### config.mk
export PLATFORM = sky130hd
export DESIGN_NAME = scan_refresh_engine
export DESIGN_NICKNAME = d
export VERILOG_FILES = /design/src/rtl/scan_refresh_engine_pkg.sv /design/src/rtl/scan_refresh_engine_wait_counter.sv /design/src/rtl/scan_refresh_engine.sv
export SDC_FILE = /design/constraint.sdc
export NUM_CORES = 1
export LEC_CHECK = 0
export CAP_MARGIN = 0
export CORE_MARGIN = 5
export CORE_UTILIZATION = 60
export CTS_BUF_LIST = sky130_fd_sc_hd__clkbuf_8
export DETAILED_ROUTE_END_ITERATION = 10
export PLACE_DENSITY = 0.85
export SETUP_SLACK_MARGIN = 0.1
export SYNTH_ARGS = -nofsm -noshare
export SYNTH_HDL_FRONTEND = slang
export SYNTH_SLANG_ARGS = --single-unit
### constraint.sdc
create_clock -name clk -period 6.43 [get_ports clk]
set_clock_uncertainty 0.2 [all_clocks]
set_input_delay 1.286 -clock clk [delete_from_list [all_inputs] [get_ports clk]]
set_output_delay 1.286 -clock clk [all_outputs]
set_load 0.005 [all_outputs]
### src/rtl/scan_refresh_engine_pkg.sv
// Shared types and helpers for the scan-chain refresh engine.
package scan_pkg;

  // One state per chain phase; wait phases are stretched by the wait counter.
  typedef enum logic [3:0] {
    IDLE,
    IN_LOAD,
    IN_SHIFT_LO,
    IN_SHIFT_HI,
    IN_LATCH_WAIT,
    IN_LATCH,
    OUT_LOAD_PRE,
    OUT_LOAD,
    OUT_LOAD_POST,
    OUT_LOAD_CLR,
    OUT_SHIFT_LO,
    OUT_SHIFT_HI,
    OUT_CAP_WAIT,
    OUT_CAP
  } scanState_e;

  // Wait-state setting a driver can use when it has no better value.
  localparam int unsigned DefaultWs = 10;

  // Width needed for a counter running 0..n-1; never less than one bit.
  function automatic int unsigned cntWidth(input int unsigned n);
    return (n <= 1) ? 1 : $clog2(n);
  endfunction

endpackage

### src/rtl/scan_refresh_engine_wait_counter.sv
// Wait-state timer: while run_i is high, done_o fires on the (cfg_i+1)-th cycle.
module scan_wait_counter #(
  parameter int WS_W = 8
) (
  input  logic            clk,
  input  logic            reset,
  input  logic            run_i,
  input  logic [WS_W-1:0] cfg_i,
  output logic            done_o
);

  logic [WS_W-1:0] cnt_q;
  logic [WS_W-1:0] cnt_d;

  assign done_o = run_i && (cnt_q == cfg_i);

  // Restart from zero when idle or when a wait completes, so back-to-back waits each get the full length.
  always_comb begin
    cnt_d = cnt_q + WS_W'(1);
    if (!run_i || done_o) begin
      cnt_d = '0;
    end
  end

  // Counter register.
  always_ff @(posedge clk or posedge reset) begin
    if (reset) begin
      cnt_q <= '0;
    end else begin
      cnt_q <= cnt_d;
    end
  end

endmodule

### src/rtl/scan_refresh_engine.sv
// Scan-chain refresh engine: shifts a word into the selected design, latches it,
// loads all design outputs, shifts the whole chain back and captures the last word.
module scan_refresh_engine
  import scan_pkg::*;
#(
  parameter int NUM_DESIGNS = 498,
  parameter int NUM_IOS     = 8,
  parameter int SEL_W       = 9,
  parameter int WS_W        = 8,
  parameter int CNT_W       = 16
) (
  input  logic               clk,
  input  logic               reset,
  input  logic               enable,
  input  logic               continuous,
  input  logic               start,
  input  logic [SEL_W-1:0]   active_select,
  input  logic [NUM_IOS-1:0] in_data,
  input  logic [WS_W-1:0]    ws_cfg,
  output logic [NUM_IOS-1:0] out_data,
  output logic               out_valid,
  output logic               busy,
  output logic               sel_err,
  output logic [CNT_W-1:0]   refresh_cnt,
  output logic               scan_clk_out,
  output logic               scan_data_out,
  output logic               scan_select,
  output logic               scan_latch_en,
  input  logic               scan_data_in
);

  localparam int BIT_W = cntWidth(NUM_IOS);
  localparam int DES_W = cntWidth(NUM_DESIGNS);
  localparam logic [SEL_W:0] DesLimit = (SEL_W + 1)'(NUM_DESIGNS);

  scanState_e         state_q;
  logic [SEL_W-1:0]   sel_q;
  logic [NUM_IOS-1:0] word_q;
  logic [WS_W-1:0]    ws_q;
  logic [BIT_W-1:0]   bit_q;
  logic [DES_W-1:0]   des_q;
  logic [NUM_IOS-1:0] capture_q;
  logic [NUM_IOS-1:0] outData_q;
  logic [CNT_W-1:0]   refreshCnt_q;
  logic               outValid_q;
  logic               selErr_q;
  logic               scanClk_q;
  logic               scanData_q;
  logic               scanSel_q;
  logic               latchEn_q;

  logic selValid;
  logic lastBit;
  logic lastInDesign;
  logic lastOutDesign;
  logic waitRun;
  logic waitDone;

  assign selValid      = ({1'b0, active_select} < DesLimit);
  assign lastBit       = (bit_q == BIT_W'(NUM_IOS - 1));
  assign lastInDesign  = (des_q == DES_W'(sel_q));
  assign lastOutDesign = (des_q == DES_W'(NUM_DESIGNS - 1));
  assign waitRun       = state_q inside {IN_LATCH_WAIT, OUT_LOAD_PRE, OUT_LOAD_POST,
                                         OUT_LOAD_CLR, OUT_CAP_WAIT};

  scan_wait_counter #(
    .WS_W(WS_W)
  ) u_wait (
    .clk   (clk),
    .reset (reset),
    .run_i (waitRun),
    .cfg_i (ws_q),
    .done_o(waitDone)
  );

  assign out_data      = outData_q;
  assign out_valid     = outValid_q;
  assign busy          = (state_q != IDLE);
  assign sel_err       = selErr_q;
  assign refresh_cnt   = refreshCnt_q;
  assign scan_clk_out  = scanClk_q;
  assign scan_data_out = scanData_q;
  assign scan_select   = scanSel_q;
  assign scan_latch_en = latchEn_q;

  // Refresh sequencer; chain pins are registered decodes of the current state.
  always_ff @(posedge clk or posedge reset) begin
    if (reset) begin
      state_q      <= IDLE;
      sel_q        <= '0;
      word_q       <= '0;
      ws_q         <= '0;
      bit_q        <= '0;
      des_q        <= '0;
      capture_q    <= '0;
      outData_q    <= '0;
      refreshCnt_q <= '0;
      outValid_q   <= 1'b0;
      selErr_q     <= 1'b0;
      scanClk_q    <= 1'b0;
      scanData_q   <= 1'b0;
      scanSel_q    <= 1'b0;
      latchEn_q    <= 1'b0;
    end else begin
      outValid_q <= 1'b0;
      selErr_q   <= 1'b0;
      scanClk_q  <= state_q inside {IN_SHIFT_HI, OUT_LOAD, OUT_SHIFT_HI};
      scanSel_q  <= state_q inside {OUT_LOAD_PRE, OUT_LOAD, OUT_LOAD_POST};
      latchEn_q  <= (state_q == IN_LATCH);
      scanData_q <= (state_q inside {IN_SHIFT_LO, IN_SHIFT_HI}) && word_q[NUM_IOS-1];

      case (state_q)
        IDLE: begin
          if (enable && (continuous || start)) begin
            if (selValid) begin
              state_q <= IN_LOAD;
            end else begin
              selErr_q <= 1'b1;
            end
          end
        end
        IN_LOAD: begin
          if (selValid) begin
            sel_q   <= active_select;
            word_q  <= in_data;
            ws_q    <= ws_cfg;
            bit_q   <= '0;
            des_q   <= '0;
            state_q <= IN_SHIFT_LO;
          end else begin
            selErr_q <= 1'b1;
            state_q  <= IDLE;
          end
        end
        IN_SHIFT_LO: state_q <= IN_SHIFT_HI;
        IN_SHIFT_HI: begin
          word_q  <= {word_q[NUM_IOS-2:0], 1'b0};
          state_q <= IN_SHIFT_LO;
          if (lastBit) begin
            bit_q <= '0;
            if (lastInDesign) begin
              des_q   <= '0;
              state_q <= IN_LATCH_WAIT;
            end else begin
              des_q <= des_q + DES_W'(1);
            end
          end else begin
            bit_q <= bit_q + BIT_W'(1);
          end
        end
        IN_LATCH_WAIT: if (waitDone) state_q <= IN_LATCH;
        IN_LATCH:      state_q <= OUT_LOAD_PRE;
        OUT_LOAD_PRE:  if (waitDone) state_q <= OUT_LOAD;
        OUT_LOAD:      state_q <= OUT_LOAD_POST;
        OUT_LOAD_POST: if (waitDone) state_q <= OUT_LOAD_CLR;
        OUT_LOAD_CLR:  if (waitDone) state_q <= OUT_SHIFT_LO;
        OUT_SHIFT_LO:  state_q <= OUT_SHIFT_HI;
        OUT_SHIFT_HI: begin
          capture_q <= {capture_q[NUM_IOS-2:0], scan_data_in};
          state_q   <= OUT_SHIFT_LO;
          if (lastBit) begin
            bit_q <= '0;
            if (lastOutDesign) begin
              des_q   <= '0;
              state_q <= OUT_CAP_WAIT;
            end else begin
              des_q <= des_q + DES_W'(1);
            end
          end else begin
            bit_q <= bit_q + BIT_W'(1);
          end
        end
        OUT_CAP_WAIT: if (waitDone) state_q <= OUT_CAP;
        OUT_CAP: begin
          outData_q    <= capture_q;
          outValid_q   <= 1'b1;
          refreshCnt_q <= refreshCnt_q + CNT_W'(1);
          state_q      <= IDLE;
          if (continuous && enable) begin
            if (selValid) begin
              state_q <= IN_LOAD;
            end else begin
              selErr_q <= 1'b1;
            end
          end
        end
        default: state_q <= IDLE;
      endcase
    end
  end

endmodule

After elaboration in Yosys (flattened, before gate mapping)
Cells that the tools add are included.

storage, ports and cells
  register bits after elaboration = 87
  bits of input ports = 31

cells by class
  add/subtract/negate cells = 4
  magnitude comparators = 1
  eq/ne operators = 27
  muxes and demuxes = 32
  reduce and logical (&&, ||, !) cells = 22

operators with widths
  cell                                                                    number
  4-bit case mux with 14 select lines                                     1
  9-bit 2-to-1 mux                                                        5
  4-bit 2-to-1 mux                                                        7
  9-bit case mux with 3 select lines                                      1
  4-bit equality test (second input constant)                             6
  3-bit 2-to-1 mux                                                        6
  16-bit by 1-bit adder with 16-bit output (second input constant)        1
  4-bit by 3-bit equality test with 1-bit output (second input constant)  4
  8-bit 2-to-1 mux                                                        2
  8-bit case mux with 2 select lines                                      1
  2-bit by 1-bit != test with 1-bit output (second input constant)        5
  2-bit != test (second input constant)                                   5
  9-bit by 1-bit adder with 9-bit output (second input constant)          1
  9-bit equality test                                                     1
  9-bit equality test (second input constant)                             1
  9-bit < comparator (second input constant)                              1
  3-bit nonzero test                                                      3
  8-bit by 1-bit adder with 8-bit output (second input constant)          1
  4-bit by 2-bit equality test with 1-bit output (second input constant)  2
  8-bit equality test                                                     1
  7-bit AND reduction                                                     1
  1-bit 2-to-1 mux                                                        6
  3-bit case mux with 2 select lines                                      1
  2-bit AND reduction                                                     3
  14 further kinds                                                        20

Longest topological paths before layout
  depth in word-level cells = 5
  depth in mapped cells = 8

Hierarchy
A second synthesis with hierarchy kept.

unflattened totals
  cells, all modules = 388
  area total of the unflattened synthesis = 4130.2 µm²

modules (own cells, without submodules)
  module               times used  cells each  area an instance (µm²)
  scan_refresh_engine  1           341         3639.7
  scan_wait_counter    1           47          490.5

Worst setup path after synthesis
Ideal clock, no wire load.

  path kind = input port to flip-flop
  start point = input active_select[3]
  end point = register des_q[8]
  setup time = 0.126 ns
  arrival time = 2.548 ns
  data required time = 6.104 ns
  path slack = 3.556 ns
  stages on the path = 5
  buffers on the path = 1
  cells stage by stage = or3_1 a31oi_4 nor2_1 buf_2 a221o_1

between the ends
  word-level cells in the longest chain between the ends = 3

RTL lines
  item                           RTL line                    source
  start, declared                scan_refresh_engine.sv:17   input logic [SEL_W-1:0] active_select,
  9-bit < comparator             scan_refresh_engine.sv:59   assign selValid = ({1'b0, active_select} < DesLimit);
  2-bit != test (no line)        --
  4-bit AND reduction (no line)  --
  end signal, assigned           scan_refresh_engine.sv:145  des_q <= des_q + DES_W'(1);
  end signal, assigned           scan_refresh_engine.sv:167  des_q <= des_q + DES_W'(1);
  end, declared                  scan_refresh_engine.sv:41   logic [DES_W-1:0] des_q;

Every way passes these cells.
A chain may end at the register's enable or synchronous reset.

Worst setup path in the final report
  start point = input active_select[3]
  end point = register des_q[4]

The elaborated chain is that of the path after synthesis.

==> results_dict.tcl <==
set metrics [dict create \
    status "completed" \
    core-area_sq_mm 0.00668 \
    die_h_um 92.3 \
    synth-simple-area-share_pct 17.4 \
    post_cts_buffers 0 \
    dp_hpwl_um 6190 \
    worstMarginPinSlew_ns 0.980 \
    synth.avg_cell_area_sq_um 10.7 \
    synth_compound_area_share_pct 10.1 \
    area_growth_pct 22.4 \
    vdd_drop_max_mv 0.302 \
    grt_pass1_wl_um 14900 \
    synthAdderAreaFrac_pct 1.85 \
    final.setup.tns_ns 0 \
    worstPathArrival_ns 4.09 \
    post_cts_resized 0 \
    synth_edf_count 0 \
    die_w_um 92.3 \
    slew_headroom_pct 34.6 \
    synthArstFlopShare_pct 100 \
    synth_top_family_by_area "simple AND/OR/NAND/NOR gates" \
    viasPerCell 5.84 \
    critPathCaptureType "flip-flop" \
    grt-ovfl-total 0 \
    yosys_warnings 0 \
    cts_tree "built" \
    drv_cap 0 \
    crit_fanout 32 \
    grtUsageTotal_pct 22.2 \
    hold_slack_ns 0.262 \
    cts-hold-fix-buffers 0 \
    nets 474 \
    fin_crit_ns 4.01 \
    hold_violations 0 \
    place.port_buffers 61 \
    grt_max_degree 49 \
    finalSetupViolations 0 \
    final.period_utilization_pct 62.3 \
    finalMaxSlewViolations 0 \
    first_iter_violations 154 \
    syn-cell-area_sq_mm 0.00406 \
    cts_buffers 9 \
    cts-root-buf "clkbuf_8" \
    routed_wl_um 8870 \
    p_total_uw 1730 \
    power_density_mw_per_mm2 347 \
    drc 0 \
    dieArea_sq_mm 0.00851 \
    hp-class "flip-flop to flip-flop" \
    cts-htree-levels 3 \
    synthXorXnorAreaFrac_pct 8.20 \
    worst-setup-path-type "primary input to flip-flop" \
    num_vias 3045 \
    cts.sinks 87 \
    row_count 30 \
    syn-num-nets 415 \
    syn_inst 378 \
    yosysUniqueCellTypes 46 \
    ios 62 \
    ys_seq_area_share_pct 53.6 \
    place.gp.congestion 0.829 \
    numPlacedInstances 506 \
    antenna_found_initial 0 \
    wl_per_cell_um 17.0 \
    antenna_left 0 \
    insertion_delay_ns 0.36 \
    drive_above_1_share_pct 10.4 \
    yosys-mux-area-fraction_pct 6.66 \
    cp.required_ns 6.52 \
    antenna_cells 0 \
    ctsLongestPathBuffers 2 \
    leakage_uw 0.00228 \
    fmax_mhz 250 \
    regToRegSetupSlack_ns 3.13 \
    grt_pass1_vias 3125 \
    dr.pass1.iters 4 \
    cp-start-kind "primary input" \
    rsz0062_at_grt "no" \
    ys_ff_latch 87 \
    start_util_pct 60.8 \
    ys.flop_type "dfrtp_1" \
    path_clk_slew_ns 0.09 \
    finalNonFillerCells 521 \
]
critical path, cell delays in order:
cell and delay (ns):
clkdlybuf4s50_1 0.43, or3_1 0.46, a31oi_4 0.84, nor2_1 0.46
a2111oi_0 0.44, a221o_1 0.17
metrics by stage:
step	setup WS (ns)	cell area, sq um	util, %
5_1_grt	2.31	4970	74.4
3_3_place_gp	2.24	4710	70.5
2_1_floorplan	2.69	4060	-
6_report	2.42	4970	74.4
3_5_place_dp	2.05	4710	70.5
4_1_cts	2.43	4970	74.4
path summary, 6_finish.rpt:
| kind | startpoint | to | cells after the start |
|---|---|---|---|
| setup / recovery | active_select[3] | des_q[4]$_DFFE_PP0P_ | 6 |
| min in group asynchronous | reset | refresh_cnt[7]$_DFFE_PP0P_ | 2 |
| max in group asynchronous | reset | des_q[6]$_DFFE_PP0P_ | 3 |
| hold reg to reg | capture_q[7]$_DFFE_PP0P_ | out_data[7]$_DFFE_PP0P_ | 2 |
| setup reg to reg | state_q[0]$_DFFE_PP0P_ | des_q[4]$_DFFE_PP0P_ | 5 |
| hold / removal | capture_q[7]$_DFFE_PP0P_ | out_data[7]$_DFFE_PP0P_ | 2 |
flip-flops by register name (all words and copies together) (netlist names):
signal	count
refresh_cnt	16
capture_q	8
des_q	9
sel_err	1
ws_q	8
scan_clk_out	1
state_q	4
u_wait.cnt_q	8
scan_select	1
out_valid	1
bit_q	3
out_data	8
scan_data_out	1
scan_latch_en	1
sel_q	9
word_q	8
routing by layer:
layer | up-vias | track usage (%) | routed length [um]
li1 | 1444 | - | -
met1 | 1507 | 27.3 | 3610
met2 | 78 | 38.3 | 4650
met3 | 16 | 3.77 | 421
met4 | 0 | 9.53 | 192
met5 | - | 0 | 0
power breakdown:
| group | internal (uW) | total (uW) | switching (uW) |
|---|---|---|---|
| Clock | 295 | 487 | 192 |
| Combinational | 227 | 452 | 225 |
| Sequential | 663 | 787 | 124 |
synthesized netlist by cell type (4+ instances only):
| cell | instances | area (sq um) |
|---|---|---|
| dfrtp_1 | 87 | 2180 |
| nand3_1 | 17 | 85.1 |
| o21ai_0 | 15 | 75.1 |
| a221o_1 | 4 | 40.0 |
| buf_2 | 8 | 40.0 |
| inv_1 | 4 | 15.0 |
| nor4_1 | 4 | 25.0 |
| nand4_1 | 5 | 31.3 |
| ha_1 | 6 | 75.1 |
| a22oi_1 | 7 | 52.6 |
| nor2_1 | 22 | 82.6 |
| xnor2_1 | 12 | 105 |
| a22o_1 | 7 | 61.3 |
| nand2_1 | 65 | 244 |
| clkbuf_1 | 5 | 18.8 |
| xor2_1 | 26 | 228 |
| and3_1 | 9 | 56.3 |
| nor3_1 | 6 | 30.0 |
| a21oi_1 | 7 | 35.0 |
| mux2_2 | 24 | 270 |
cells in the final DEF, fill, tap and decap left out, types with 2 or more instances in the layout:
| cell type | Yosys | final |
|---|---|---|
| a2111oi_0 | 3 | 3 |
| a221o_1 | 4 | 4 |
| nand3_1 | 17 | 17 |
| nand4_1 | 5 | 5 |
| xnor2_1 | 12 | 12 |
| a22oi_1 | 7 | 7 |
| dfrtp_1 | 87 | 87 |
| nor2_1 | 22 | 22 |
| o22a_1 | 2 | 2 |
| nor2b_1 | 3 | 3 |
| and3_1 | 9 | 9 |
| nand2_1 | 65 | 65 |
| a21oi_1 | 7 | 7 |
| ha_1 | 6 | 6 |
| a211o_1 | 2 | 2 |
| and3b_1 | 2 | 2 |
| and2_1 | 3 | 3 |
| or3_1 | 2 | 2 |
| clkdlybuf4s50_1 | 0 | 61 |
| nand2b_1 | 3 | 3 |
| inv_1 | 4 | 3 |
| bufinv_16 | 0 | 4 |
| nor3_1 | 6 | 6 |
| nor4_1 | 4 | 4 |
| xor2_1 | 26 | 26 |
| clkbuf_8 | 0 | 9 |
| o21ai_0 | 15 | 15 |
| mux2_2 | 24 | 24 |
| clkinv_2 | 0 | 2 |
| a22o_1 | 7 | 7 |
area by class of cell:
type	instances	area, sq um
multi-input combinational	272	1800
sequential	87	2180
timing repair buffer	62	618
tap	80	100
inverter	5	20.0
fill	451	1710
clock inverter	6	134
clock buffer	9	124
logic make-up after synthesis:
| kind of cell | after synthesis |
|---|---|
| AOI/OAI and AO/OA | 56 |
| buffers and inverters | 19 |
| and+or+nand+nor | 148 |
| xor gates and xnor gates | 38 |
| muxes | 24 |
| adders and majority gates | 6 |
| DFF | 87 |
Power figures use the tool's default switching activity.
